===== config.mk =====
export PLATFORM = sky130hd
export DESIGN_NAME = dm8_scan_le_flat
export DESIGN_NICKNAME = d
export VERILOG_FILES = /design/src/rtl/dm8_scan_le_if.sv /design/src/rtl/dm8_scan_le.sv /design/src/flat_wrapper.sv
export SDC_FILE = /design/constraint.sdc
export NUM_CORES = 1
export LEC_CHECK = 0
export ABC_AREA = 1
export CORE_MARGIN = 8
export CORE_UTILIZATION = 52
export CTS_BUF_LIST = sky130_fd_sc_hd__clkbuf_2 sky130_fd_sc_hd__clkbuf_4 sky130_fd_sc_hd__clkbuf_8
export DETAILED_ROUTE_END_ITERATION = 16
export PLACE_DENSITY = 0.88
export SLEW_MARGIN = 20
export SYNTH_ARGS = -nofsm -noshare
export SYNTH_HDL_FRONTEND = slang
export SYNTH_SLANG_ARGS = --single-unit

===== constraint.sdc =====
create_clock -name clk -period 1.5 [get_ports clk]
set_input_delay 0.225 -clock clk [delete_from_list [all_inputs] [get_ports clk]]
set_output_delay 0.225 -clock clk [all_outputs]
set_load 0.02 [all_outputs]

===== src/rtl/dm8_scan_le_if.sv =====
// ---------------------------------------------------------------------------
// dm8_scan_le_if
//   Bundles the data, control and status signals of the dm8_scan_le
//   registered 1-to-8 demultiplexer.
//
//   Signals
//     in       data bit to be distributed
//     sel[2:0] manual-mode destination index
//     e        enable (freezes writes, strobes and scan counters when low)
//     load     manual write request (honoured only in IDLE)
//     scan_en  level, high selects auto-scan mode
//     clr      synchronous clear of o
//     o[7:0]   latched demux outputs
//     strobe   one-hot active destination
//     idx[2:0] current scan index (0 in IDLE)
//     wr_ack   one-cycle pulse when o first shows a newly written bit
//     frame    one-cycle pulse coincident with the slot-7 scan write
//
//   Modports
//     master   side that drives data/control and observes status
//     slave    the demultiplexer itself
// ---------------------------------------------------------------------------
interface dm8_scan_le_if;
    logic       in;
    logic [2:0] sel;
    logic       e;
    logic       load;
    logic       scan_en;
    logic       clr;
    logic [7:0] o;
    logic [7:0] strobe;
    logic [2:0] idx;
    logic       wr_ack;
    logic       frame;

    modport master (
        output in, sel, e, load, scan_en, clr,
        input  o, strobe, idx, wr_ack, frame
    );

    modport slave (
        input  in, sel, e, load, scan_en, clr,
        output o, strobe, idx, wr_ack, frame
    );
endinterface


===== src/rtl/dm8_scan_le.sv =====
// ---------------------------------------------------------------------------
// dm8_scan_le
//   Registered 1-to-8 demultiplexer with enable. A single serial bit is
//   latched into one of eight output bits, either at a caller-chosen index
//   (manual mode, IDLE) or at an index walked by an internal slot counter
//   that advances every DIV clocks (auto-scan mode, SCAN).
//
//   Parameters
//     DIV      clock cycles per scan slot, 1..255
//
//   Ports
//     clk      system clock, rising edge
//     rst      asynchronous, active-high reset
//     bus      dm8_scan_le_if.slave (data, control and status signals)
// ---------------------------------------------------------------------------
module dm8_scan_le #(
    parameter int DIV = 4
) (
    input  logic           clk,
    input  logic           rst,
    dm8_scan_le_if.slave   bus
);

    typedef enum logic {
        IDLE = 1'b0,
        SCAN = 1'b1
    } state_t;

    localparam logic [7:0] CNT_LAST = 8'(DIV - 1);

    state_t     state;
    state_t     next_state;
    logic [7:0] cnt;
    logic [2:0] idx_q;
    logic [7:0] o_q;
    logic       wr_ack_q;
    logic       frame_q;
    logic [7:0] strobe_c;

    // Write qualification. A mode change on this edge (scan_en disagreeing
    // with the current state) always suppresses the write.
    logic       slot_done;
    logic       manual_wr;
    logic       do_write;
    logic [2:0] wr_idx;

    assign slot_done = (state == SCAN) && bus.scan_en && bus.e && (cnt == CNT_LAST);
    assign manual_wr = (state == IDLE) && !bus.scan_en && bus.e && bus.load;
    // clr wins over any simultaneous write; the counters still advance.
    assign do_write  = (slot_done || manual_wr) && !bus.clr;
    assign wr_idx    = (state == SCAN) ? idx_q : bus.sel;

    // ---------------- state register ----------------
    // NOTE: all clocked state uses non-blocking assignments so every register
    // samples the pre-edge values regardless of statement order.
    always_ff @(posedge clk or posedge rst) begin
        if (rst) begin
            state <= IDLE;
        end else begin
            state <= next_state;
        end
    end

    // ---------------- next-state logic ----------------
    // NOTE: next_state gets a default before the case so no path leaves it
    // unassigned, which would otherwise infer a latch.
    always_comb begin
        next_state = state;
        case (state)
            IDLE: if (bus.scan_en)  next_state = SCAN;
            SCAN: if (!bus.scan_en) next_state = IDLE;
            default: next_state = IDLE;
        endcase
    end

    // ---------------- output logic ----------------
    always_comb begin
        strobe_c = 8'h00;
        if (bus.e) begin
            strobe_c = (state == SCAN) ? (8'h01 << idx_q) : (8'h01 << bus.sel);
        end
    end

    // ---------------- datapath: counters, outputs, pulses ----------------
    always_ff @(posedge clk or posedge rst) begin
        if (rst) begin
            cnt      <= 8'h00;
            idx_q    <= 3'd0;
            o_q      <= 8'h00;
            wr_ack_q <= 1'b0;
            frame_q  <= 1'b0;
        end else begin
            if (bus.clr) begin
                o_q <= 8'h00;
            end else if (do_write) begin
                o_q[wr_idx] <= bus.in;
            end

            wr_ack_q <= do_write;
            frame_q  <= slot_done && !bus.clr && (idx_q == 3'd7);

            case (state)
                IDLE: begin
                    // Entry into SCAN (or staying idle) starts from slot 0.
                    cnt   <= 8'h00;
                    idx_q <= 3'd0;
                end
                SCAN: begin
                    if (!bus.scan_en) begin
                        cnt   <= 8'h00;
                        idx_q <= 3'd0;
                    end else if (bus.e) begin
                        if (cnt == CNT_LAST) begin
                            cnt   <= 8'h00;
                            idx_q <= idx_q + 3'd1;
                        end else begin
                            cnt <= cnt + 8'd1;
                        end
                    end
                    // e low: cnt and idx hold so the slot resumes where it stopped.
                end
                default: begin
                    cnt   <= 8'h00;
                    idx_q <= 3'd0;
                end
            endcase
        end
    end

    assign bus.o      = o_q;
    assign bus.strobe = strobe_c;
    assign bus.idx    = idx_q;
    assign bus.wr_ack = wr_ack_q;
    assign bus.frame  = frame_q;

endmodule


===== src/flat_wrapper.sv =====
// flat-port wrapper written by rule: the top's interface ports become plain ports
module dm8_scan_le_flat 
#(
    parameter int DIV = 4
)
  (clk, rst, bus_in, bus_sel, bus_e, bus_load, bus_scan_en, bus_clr, bus_o, bus_strobe, bus_idx, bus_wr_ack, bus_frame);
  dm8_scan_le_if bus_i ();
  input  logic clk;
  input  logic rst;
  input wire logic [$bits(bus_i.in)-1:0] bus_in;
  input wire logic [$bits(bus_i.sel)-1:0] bus_sel;
  input wire logic [$bits(bus_i.e)-1:0] bus_e;
  input wire logic [$bits(bus_i.load)-1:0] bus_load;
  input wire logic [$bits(bus_i.scan_en)-1:0] bus_scan_en;
  input wire logic [$bits(bus_i.clr)-1:0] bus_clr;
  output wire logic [$bits(bus_i.o)-1:0] bus_o;
  output wire logic [$bits(bus_i.strobe)-1:0] bus_strobe;
  output wire logic [$bits(bus_i.idx)-1:0] bus_idx;
  output wire logic [$bits(bus_i.wr_ack)-1:0] bus_wr_ack;
  output wire logic [$bits(bus_i.frame)-1:0] bus_frame;
  assign bus_i.in = bus_in;
  assign bus_i.sel = bus_sel;
  assign bus_i.e = bus_e;
  assign bus_i.load = bus_load;
  assign bus_i.scan_en = bus_scan_en;
  assign bus_i.clr = bus_clr;
  assign bus_o = bus_i.o;
  assign bus_strobe = bus_i.strobe;
  assign bus_idx = bus_i.idx;
  assign bus_wr_ack = bus_i.wr_ack;
  assign bus_frame = bus_i.frame;
  dm8_scan_le #(.DIV(DIV)) u_core (.clk(clk), .rst(rst), .bus(bus_i));
endmodule

## Yosys cells after proc, flatten, opt, wreduce, memory -nomap -nowiden

Cells that the tools add are included.

| storage, ports and cells | value |
|---|---|
| memories | 0 |
| bits in latches | 0 |
| bits in registers | 22 |
| ROM bits | 0 |
| word-level logic and storage cells | 49 |
| memory bits (writable) | 0 |
| input bits | 10 |
| output and inout bits | 21 |

| operators by class | value |
|---|---|
| equal/unequal tests | 4 |
| bitwise gates (word level) | 1 |
| divide/modulo/power cells | 0 |
| multiply operators | 0 |
| shifts and indexed selects | 2 |
| $add $sub $neg | 2 |
| multiplexer cells | 17 |
| magnitude comparators | 2 |
| reduce and logical (&&, ||, !) cells | 15 |

Operators with widths:

| operator | count |
|---|---|
| $mux W8 | 7 |
| $pmux W8 S2 | 1 |
| $shl A1 B3 Y8 const A | 2 |
| $mux W3 | 4 |
| $logic_and A1 B1 Y1 | 10 |
| $add A8 B1 Y8 const B | 1 |
| $bwmux W8 | 1 |
| $eq A8 B2 Y1 const B | 1 |
| $ne A3 B3 Y1 const B | 2 |
| $pmux W3 S2 | 1 |
| $lt A3 B4 Y1 const B | 1 |
| $add A3 B1 Y3 const B | 1 |
| $demux W1 S3 | 1 |
| $eq A3 B3 Y1 const B | 1 |
| $ge A3 B1 Y1 const B | 1 |
| $logic_not A1 Y1 | 2 |
| $mux W1 | 2 |
| $reduce_and A2 Y1 | 1 |
| $reduce_bool A2 Y1 | 1 |
| $logic_or A1 B1 Y1 | 1 |
| $not A1 Y1 | 1 |

## Longest topological paths before layout

Gate-level depths: netlist (run 1).

| logic depth | value |
|---|---|
| depth after elaboration | 8 |
| depth in mapped cells | 10 |
| gate-level depth less buffers | 9 |

## Least setup slack after synthesis (run 1)

No wires, ideal clock.

| timing path | value |
|---|---|
| path kind | flip-flop to output port |
| start point | register u_core.idx_q[1], in the netlist u_core.bus.idx[1] |
| end point | output port bus_strobe[1] |
| data required time | 1.275 ns |
| stages on the path, launching flop included | 6 |
| data arrival time | 1.153 ns |
| path buffers | 0 |
| path slack | 0.122 ns |
| cells stage by stage | dfrtp_1 -> inv_1 -> nand2_1 -> nand2_1 -> nand3_1 -> nor2_1 |

| on the way | value |
|---|---|
| word-level cells in the longest chain between the ends | 3 |

RTL lines:

| item | line | RTL |
|---|---|---|
| from (decl) | dm8_scan_le.sv:34 | `logic [2:0] idx_q;` |
| from (signal assigned) | dm8_scan_le.sv:115 | `idx_q <= idx_q + 3'd1;` |
| $shl A1 B3 Y8 | dm8_scan_le.sv:80 | `strobe_c = (state == SCAN) ? (8'h01 << idx_q) : (8'h01 << bus.sel);` |
| $mux W8 | dm8_scan_le.sv:80 |  |
| $mux W8 | dm8_scan_le.sv:79 | `if (bus.e) begin` |
| to (decl) | flat_wrapper.sv:17 | `output wire logic [$bits(bus_i.strobe)-1:0] bus_strobe;` |

No other way between the ends.

## Worst setup path after layout (run 1)

| timing path | value |
|---|---|
| start point | register u_core.state |
| end point | output port bus_strobe[1] |

| on the way | value |
|---|---|
| word-level cells in the longest chain between the ends | 2 |

RTL lines:

| item | line | RTL |
|---|---|---|
| from (decl) | dm8_scan_le.sv:31 | `state_t state;` |
| from (signal assigned) | dm8_scan_le.sv:60 | `state <= next_state;` |
| $mux W8 | dm8_scan_le.sv:80 |  |
| $mux W8 | dm8_scan_le.sv:79 |  |

No other way between the ends.

==> results.txt, run 1 <==
CTS Buf Count = 3
final max-slew violation count = 0
clock root buffer = clkbuf_4
row count = 19
initial antenna violation count = 0
maximum clock rate = 559.2 MHz
failing checks = negative setup slack
Clock Power Share = 23.5%
routed vias = 1554
fin crit share = 119.2%
number of flops mapped to enable cells by yosys = 0
post-synthesis net count = 204
grt met3 use = 2.291%
Placed Cells = 268
Routed Antenna Nets = 0
die area = 4609 sq um
Pleak = 0.001094 uW
ys flop type = dfrtp_1
starting density of the core = 52.58%
drt first-iter violations = 162
busiest layer in global routing = met2
max-cap violation count = 0
Worst Path Required = 1.27 ns
min cycle time layout = 1.788 ns
sequential share of power = 51.5%
H-tree Lvls = 1
Post-layout nets = 265
chip width = 67.89 um
Post-synth ARST share = 100.0%
grt ovf = 0
endpoints failing setup = 17
Layout Skew = 0.009214 ns
power share of the combinational group = 25.0%
final setup margin = -0.2884 ns
share of layout cells above drive strength 1 = 35.20%
RePlAce Congestion = 0.8725
Slew Limit Headroom = 78.28%
via/cell ratio = 5.530
port buffer count = 30
Post-Syn Instances = 191
largest net degree at the start of global routing = 23
outcome = finished with violations
# DRC = 0
grt met1 use = 20.76%
Synthesis Warnings = 0
Max Root-Sink Buffers = 2
#FFs+latches synth = 22
slew of the pin with the lowest slew margin = 0.3248 ns
clk_lat worst skew = 0.32 ns
detailed placement HPWL = 2616 um
WP data arrival = 1.56 ns
CTS sink cnt = 22
Pint = 824.8 uW
critical path class = reg -> out
gr usage total = 16.27%
synthesis-to-finish area growth = 47.72%
I/O pin total = 31
TritonCTS clock tree = built
post-synthesis sequential area ratio = 39.32%
Hold WC Path Type = in -> async
synth unique cells = 26
WL final = 4658 um
total core area = 2663 sq um
Clk pin slew, worst setup/hold paths = 0.13 ns
Crit Path Max Fanout = 6
PwrDens = 587.5 nW/um^2
drt wl/cell = 16.58 um
global-route wire length before repair = 5871 um
Pre-antenna DRT Iters = 5
switching share of power = 32.12%
CP Capture Type = output port
Util after Layout = 77.68%
final non-filler cell total = 281
vias in the first global route = 1321
unrepaired setup endpoints after global routing = yes
Final Hold Fails = 0
Setup crit start kind = register
Syn Area/Cell = 7.330 sq um
Max VDD drop = 557.7 uV
met2 Resource Use GR = 27.22%
Post-Syn Area = 1400 sq um
NetSw = 390.2 uW
floorplan die height = 67.89 um
ant diodes = 0
==> final timing paths <==
kind / start / endpoint / slack, ns / cells past startpoint
max in group asynchronous: rst / u_core.state / 1.04 / 3
worst min-delay path: rst / u_core.bus.o[1] / 0.22 / 3
min in group clk: bus_scan_en / u_core.state / 0.46 / 1
worst min register to register: u_core.bus.o[3] / u_core.bus.o[3] / 0.48 / 2
worst max-delay path: u_core.state / bus_strobe[1] / -0.29 / 6
worst max register to register: u_core.state / u_core.bus.o[0] / -0.11 / 10
==> layout make-up <==
class	instances	area, sq um
multi-input combinational	142	853.3
fill	169	594.3
inverter	23	96.34
tap	31	38.79
clock buffer	3	22.52
timing repair buffer	60	505.5
sequential	22	551.8
==> sequential cells by signal, summed over array words and instances, names as in the netlist <==
name / cells
u_core.bus.idx: 3
u_core.bus.o: 8
u_core.bus.wr_ack: 1
u_core.state: 1
u_core.cnt: 8
u_core.bus.frame: 1
==> metrics by stage <==
stage | hold slack, ns | setup WS, ns | TNS [ns] | instance area, sq um | total power [uW]
after floorplan | 0.2142 | 0.1219 | 0 | 1400 | 785.5
after detailed placement | 0.4577 | -0.4968 | -6.333 | 1857 | 875.0
final | 0.2178 | -0.2884 | -2.572 | 2068 | 1215
after global placement | 0.4545 | -0.4683 | -5.449 | 1857 | 864.4
after global routing | 0.2895 | -0.3823 | -4.217 | 2068 | 1261
after CTS | 0.2409 | -0.1742 | -1.172 | 1916 | 1163
==> power by group through the flow <==
stage | clock network [uW] | registers, uW | logic, uW
after floorplan | 0 | 634 | 152
after global placement | 0 | 634 | 230
after detailed placement | 0 | 636 | 239
after CTS | 284 | 624 | 255
after global routing | 304 | 629 | 328
final | 286 | 626 | 303
==> layer usage <==
layer	vias up	wire, um
met3	21	389
met4	0	178
met5	-	0
li1	726	-
met2	100	2211
met1	707	1879
==> critical path, stage by stage, from the launching register on <==
cell and delay (ns):
dfrtp_2 0.49, inv_4 0.11, nand2_2 0.07, nand2_4 0.14
nand3_2 0.12, nor2_1 0.14, buf_4 0.17
==> repair_timing <==
item                                    4_1_cts  5_1_grt
setup buffers                                 6        4
hold buffers                                  0        0
hold endpoints to repair                      0        0
resized for setup                            61       30
endpoints found under the setup margin       21       18
pin swaps                                     6       13
==> cells in the final DEF, fill, tap and decap left out <==
cell             count
nand2_8              1
o21ai_0              1
inv_2                4
nor2_4               4
inv_1               14
clkbuf_4             3
nand4_1              8
nor2_1              18
nand3_4              4
buf_4               34
nor3_1               4
dfrtp_1             21
nand2_1             59
nand3_1              3
dfrtp_2              1
a21oi_1              4
clkdlybuf4s50_1     10
o22ai_1              3
buf_6                4
nand2_2              6
nor2_2               6
nor3_2               1
dlygate4sd2_1       12
inv_4                4
nand3_2              7
xor2_1               1
clkinv_1             1
ha_1                 3
nand2_4              8
o21ai_2              1
==> cell families (layout without fill, tap and decap cells) <==
group / count (synthesis) / count (layout) / share of synthesized area, %
xor gates and xnor gates: 1 / 1 / 0.6257
adders and majority gates: 3 / 3 / 2.681
and+or+nand+nor: 129 / 129 / 44.95
DFF: 22 / 22 / 39.32
buffers and inverters: 27 / 86 / 8.668
AOI/OAI and AO/OA: 9 / 9 / 3.753
==> synth_stat cells (all sizes together), types with 2 or more instances <==
cell type,instances,area share (%)
nand2,74,23
nor2,28,9.1
dfrtp,22,39
inv,22,6.1
nand3,14,6.8
nand4,8,3.6
nor3,5,2.1
a21oi,4,1.4
buf,3,2.0
ha,3,2.7
o22ai,3,1.3
o21ai,2,0.98
(Power assumes the default switching activity.)
==> run 2, diff against run 1 <==
--- a/config.mk
+++ b/config.mk
@@ -6,7 +6,7 @@
 export NUM_CORES = 1
 export LEC_CHECK = 0
 export ABC_AREA = 1
-export CORE_MARGIN = 8
+export CORE_MARGIN = 5
 export CORE_UTILIZATION = 52
 export CTS_BUF_LIST = sky130_fd_sc_hd__clkbuf_2 sky130_fd_sc_hd__clkbuf_4 sky130_fd_sc_hd__clkbuf_8
 export DETAILED_ROUTE_END_ITERATION = 16
==> results.txt, run 2 (synthesis results as in run 1) <==
RePlAce Congestion = 0.8536 (-2.2%)
Crit Path Max Fanout = 6 (unchanged)
starting density of the core = 55.51% (+2.9 points)
outcome = finished with violations
max-cap violation count = 0 (unchanged)
routed vias = 1720 (+11%)
Pre-antenna DRT Iters = 7 (+2)
clock root buffer = clkbuf_4
slew of the pin with the lowest slew margin = 0.3227 ns (-0.002079 ns)
H-tree Lvls = 1 (unchanged)
row count = 18 (-1)
CTS sink cnt = 22 (unchanged)
total core area = 2522 sq um (-5.3%)
I/O pin total = 31 (unchanged)
fin crit share = 121.6% (+2.4 points)
Worst Path Required = 1.27 ns (about the same)
via/cell ratio = 6.014 (+8.7%)
CP Capture Type = output port
most frequent cells in the layout = nand2_1, buf_4, dfrtp_1, nor2_1, inv_1
detailed placement HPWL = 2583 um (-1.2%)
Slew Limit Headroom = 78.42% (+0.14 points)
TritonCTS clock tree = built
failing checks = negative setup slack
gr usage total = 25.15% (+8.9 points)
Setup crit start kind = register
post-route cell area = 2227 sq um (+7.7%)
share of layout cells above drive strength 1 = 40.63% (+5.4 points)
Layout Skew = 0.01023 ns (+0.001018 ns)
post-place setup slack = -0.4768 ns (+0.01997 ns)
final setup margin = -0.3245 ns (-0.03608 ns)
# DRC = 0 (unchanged)
unrepaired setup endpoints after global routing = yes
Max Root-Sink Buffers = 2 (unchanged)
vias in the first global route = 1519 (+15%)
Hold WC Path Type = in -> async
port buffer count = 30 (unchanged)
most common cell after layout, fill and taps aside = nand2_1
Max VDD drop = 860.8 uV (+54%)
drt first-iter violations = 159 (-1.9%)
Routed Antenna Nets = 0 (unchanged)
clk_lat worst skew = 0.33 ns (about the same)
largest net degree at the start of global routing = 23 (unchanged)
Clk pin slew, worst setup/hold paths = 0.14 ns (about the same)
Total Power = 1355 uW (+12%)
initial antenna violation count = 0 (unchanged)
die area = 3830 sq um (-17%)
min cycle time layout = 1.824 ns (+0.03608 ns)
endpoints failing setup = 13 (-4)
final max-slew violation count = 0 (unchanged)
WL final = 5660 um (+22%)
global-route wire length before repair = 6989 um (+19%)
Pleak = 0.001151 uW (+5.2%)
Final Hold Fails = 0 (unchanged)
critical path class = reg -> out
synthesis-to-finish area growth = 59.07%
drt wl/cell = 19.79 um (+19%)
grt ovf = 0 (unchanged)
Post-layout nets = 270 (+1.9%)
ant diodes = 0 (unchanged)
PwrDens = 608.6 nW/um^2 (+3.6%)
placed instance area = 1883 sq um (+1.4%)
Placed Cells = 269 (+0.37%)
WP data arrival = 1.60 ns (+0.04 ns)
crit path from = u_core.state
final non-filler cell total = 286 (+1.8%)
floorplan die height = 61.89 um (-8.8%)
CTS Buf Count = 3 (unchanged)
chip width = 61.89 um (-8.8%)
maximum clock rate = 548.1 MHz (-2.0%)
worst r2r src = u_core.bus.idx[1]
[run 2: changes by cell type in the layout (fill, tap and decap cells not counted), moves of 2 or more]
cell and delta:
inv_4 -2, nor2_1 -2, clkbuf_2 +2, dlygate4sd2_1 -2, nand3_2 -2, nand3_4 +2, nand2_2 +2, nor2_4 +2
buf_6 +5, nand2_1 -3
[run 2: path summary, 6_finish.rpt]
| check | end | slack [ns] | cells past startpoint |
|---|---|---|---|
| worst max register to register | u_core.bus.o[1] | -0.12 | 10 |
| max in group asynchronous | u_core.state | 1.01 | 3 |
| worst min-delay path | u_core.bus.o[1] | 0.23 | 3 |
| min in group clk | u_core.bus.wr_ack | 0.46 | 2 |
| worst min register to register | u_core.bus.o[6] | 0.49 | 2 |
| worst max-delay path | bus_strobe[3] | -0.32 | 6 |
[run 2: critical path, stage by stage (launching register included)]
cell and delay (ns):
dfrtp_2 0.50, buf_6 0.13, nand2_2 0.07, nand2_4 0.13, nand3_2 0.12, nor2_2 0.18
buf_6 0.14
[run 2: what timing repair did]
| action | in CTS | in global routing |
|---|---|---|
| setup endpoints to repair | 20 | 26 |
| hold buffers | 0 | 0 |
| setup buffers | 7 | 7 |
| pin swaps | 6 | 15 |
| resized for setup | 72 | 49 |
[run 2: cell type report]
type	count	area, sq um
clock buffer	4	36.28
timing repair buffer	65	569.3
fill	108	295.3
tap	30	37.54
inverter	23	108.9
multi-input combinational	142	922.1
sequential	22	553.0
[run 2: per-layer routing]
metal | global-route usage (%) | vias to the layer above | part of all wire [%]
li1 | - | 742 | -
met1 | 33.72 | 780 | 38
met2 | 39.46 | 167 | 46
met3 | 4.545 | 31 | 11
met4 | 11.52 | 0 | 5.2
met5 | 0 | - | 0
[run 2: report_power, final]
| part | total (uW) | internal [uW] | switching [uW] |
|---|---|---|---|
| Clock | 355 | 149 | 206 |
| Sequential | 639 | 611 | 27.3 |
| Combinational | 362 | 146 | 216 |
| Total | 1360 | 906 | 450 |
[run 2: through the flow]
step	hold slack (ns)	TNS [ns]	util [%]
6_report	0.2253	-2.596	88.29
5_1_grt	0.2614	-3.553	88.29
4_1_cts	0.2419	-1.203	79.56
3_5_place_dp	0.4585	-6.121	74.65
3_3_place_gp	0.4543	-5.448	74.65
2_1_floorplan	0.2142	0	-
==> run 3, diff against run 2 <==
--- a/config.mk
+++ b/config.mk
@@ -7,10 +7,10 @@
 export LEC_CHECK = 0
 export ABC_AREA = 1
 export CORE_MARGIN = 5
-export CORE_UTILIZATION = 52
+export CORE_UTILIZATION = 55
 export CTS_BUF_LIST = sky130_fd_sc_hd__clkbuf_2 sky130_fd_sc_hd__clkbuf_4 sky130_fd_sc_hd__clkbuf_8
 export DETAILED_ROUTE_END_ITERATION = 16
-export PLACE_DENSITY = 0.88
+export PLACE_DENSITY = 0.92
 export SLEW_MARGIN = 20
 export SYNTH_ARGS = -nofsm -noshare
 export SYNTH_HDL_FRONTEND = slang
==> constraint.sdc (replaced) <==
create_clock -name clk -period 2.33 [get_ports clk]
set_input_delay 0.3495 -clock clk [delete_from_list [all_inputs] [get_ports clk]]
set_output_delay 0.3495 -clock clk [all_outputs]
set_load 0.02 [all_outputs]
==> results.txt, run 3 (synthesis results as in run 1) <==
clk_lat worst skew = 0.32 ns (about the same)
gr usage total = 18.98% (-6.2 points)
PwrDens = 435.4 nW/um^2 (-28%)
post-CTS setup buffer count = 0 (-7)
Slew Limit Headroom = 68.74% (-9.7 points)
Util after Layout = 70.90% (-17 points)
Clk pin slew, worst setup/hold paths = 0.13 ns (about the same)
RePlAce Congestion = 0.8817 (+3.3%)
power share of the combinational group = 18.3% (-8.4 points)
fin crit share = 92.56%
Crit Path Max Fanout = 8 (+2)
Total Power = 757.8 uW (-44%)
slew of the pin with the lowest slew margin = 0.4661 ns (+0.1434 ns)
H-tree Lvls = 1 (unchanged)
NetSw = 219.8 uW (-51%)
Max stage delay on crit path = 0.49 ns (about the same)
synthesis-to-finish area growth = 24.31%
total core area = 2455 sq um (-2.7%)
WP data arrival = 1.81 ns (+0.21 ns)
met2 Resource Use GR = 28.86% (-11 points)
Max VDD drop = 368.4 uV (-57%)
Worst Path Required = 1.98 ns (+0.71 ns)
busiest layer in global routing = met2
endpoints failing setup = 0 (-13)
Setup crit start kind = register
outcome = complete, no violations
Final Hold Fails = 0 (unchanged)
floorplan die height = 60.46 um (-2.3%)
drt first-iter violations = 58 (-64%)
crit-path most repeated cell = nand2_1
share of layout cells above drive strength 1 = 13.06% (-28 points)
crit-path cells = inv_2, nand2_1, nand2_1, nand3_1, nor2_1, dlygate4sd2_1
setup_tns = 0 ns (+2.596 ns)
WL final = 3058 um (-46%)
Post-layout nets = 236 (-13%)
min cycle time layout = 2.157 ns
CTS sink cnt = 22 (unchanged)
starting density of the core = 57.03% (+1.5 points)
drt wl/cell = 12.13 um (-39%)
max-cap violation count = 0 (unchanged)
row count = 18 (unchanged)
grt met1 use = 26.70% (-7.0 points)
Clock Power Share = 28.6% (+2.4 points)
chip width = 60.46 um (-2.3%)
die area = 3655 sq um (-4.6%)
sequential share of power = 53.1% (+6.0 points)
Placed Cells = 248 (-7.8%)
initial antenna violation count = 0 (unchanged)
vias in the first global route = 1192 (-22%)
ant diodes = 0 (unchanged)
Pleak = 0.0009073 uW (-21%)
most common cell after layout, fill and taps aside = nand2_1
Layout Skew = 0.008949 ns (-0.001283 ns)
grt ovf = 0 (unchanged)
final non-filler cell total = 252 (-12%)
slowest cell on the critical path = dfrtp_2
Max Root-Sink Buffers = 2 (unchanged)
Routed Antenna Nets = 0 (unchanged)
switching share of power = 29.00% (-4.2 points)
grt met3 use = 2.979% (-1.6 points)
# DRC = 0 (unchanged)
unrepaired setup endpoints after global routing = no
most frequent cells in the layout = nand2_1, nor2_1, clkdlybuf4s50_1, dfrtp_1, inv_1
routed vias = 1314 (-24%)
global-route wire length before repair = 5202 um (-26%)
critical path class = reg -> out
clock root buffer = clkbuf_4
maximum clock rate = 463.7 MHz
CP Capture Type = output port
Pre-antenna DRT Iters = 4 (-3)
final max-slew violation count = 0 (unchanged)
CTS Buf Count = 3 (unchanged)
detailed placement HPWL = 2361 um (-8.6%)
Pint = 538.0 uW (-41%)
I/O pin total = 31 (unchanged)
largest net degree at the start of global routing = 23 (unchanged)
via/cell ratio = 5.214 (-13%)
port buffer count = 30 (unchanged)
Hold WC Path Type = in -> async
TritonCTS clock tree = built
## run 3: layout make-up
class,instances,area [sq um]
Multi-Input combinational cell,142,728.2
Fill cell,212,714.4
Sequential cell,22,551.8
Timing Repair Buffer,31,297.8
Inverter,23,88.84
Tap cell,30,37.54
Clock buffer,4,36.28
## run 3: through the flow
stage / setup WS (ns) / instance area, sq um / hold WS [ns]
floorplan: 0.8274 / 1400 / 0.3387
global placement: 0.09235 / 1713 / 0.4574
detailed placement: 0.04880 / 1713 / 0.4588
CTS: 0.2207 / 1740 / 0.3690
global route: 0.08060 / 1740 / 0.3828
finish: 0.1734 / 1740 / 0.3637
## run 3: worst paths after layout
kind / cells after the start / start / end / slack, ns
worst max-delay path: 6 / u_core.state / bus_strobe[5] / 0.17
worst min-delay path: 3 / rst / u_core.cnt[1] / 0.36
worst max register to register: 8 / u_core.cnt[1] / u_core.bus.o[5] / 0.84
worst min register to register: 2 / u_core.bus.o[1] / u_core.bus.o[1] / 0.49
max in group asynchronous: 3 / rst / u_core.state / 1.72
min in group clk: 2 / u_core.bus.o[1] / u_core.bus.o[1] / 0.49
## run 3: metal layers
| metal | share of wire [%] | wire length [um] |
|---|---|---|
| met5 | 0 | 0 |
| met1 | 46 | 1421 |
| met2 | 46 | 1409 |
| met4 | 1.8 | 56 |
| met3 | 5.6 | 170 |
## run 3: critical path, delay by kind of cell (launching register included)
kind / cells / cell delay (ns)
AND/OR/NAND/NOR: 4 / 0.55
flip-flops: 1 / 0.49
buffers and inverters: 2 / 0.46
## run 3: what timing repair did
item / in CTS / in global routing
endpoints found under the setup margin: 8 / 0
hold endpoints to repair: 0 / 0
hold buffers: 0 / 0
resized for setup: 9 / 0
## run 3: power groups by stage
stage,clock [uW],sequential (uW),combinational (uW)
floorplan,0,408,97.6
finish,217,402,138
global route,246,404,154
CTS,223,402,138
global placement,0,409,134
detailed placement,0,410,138
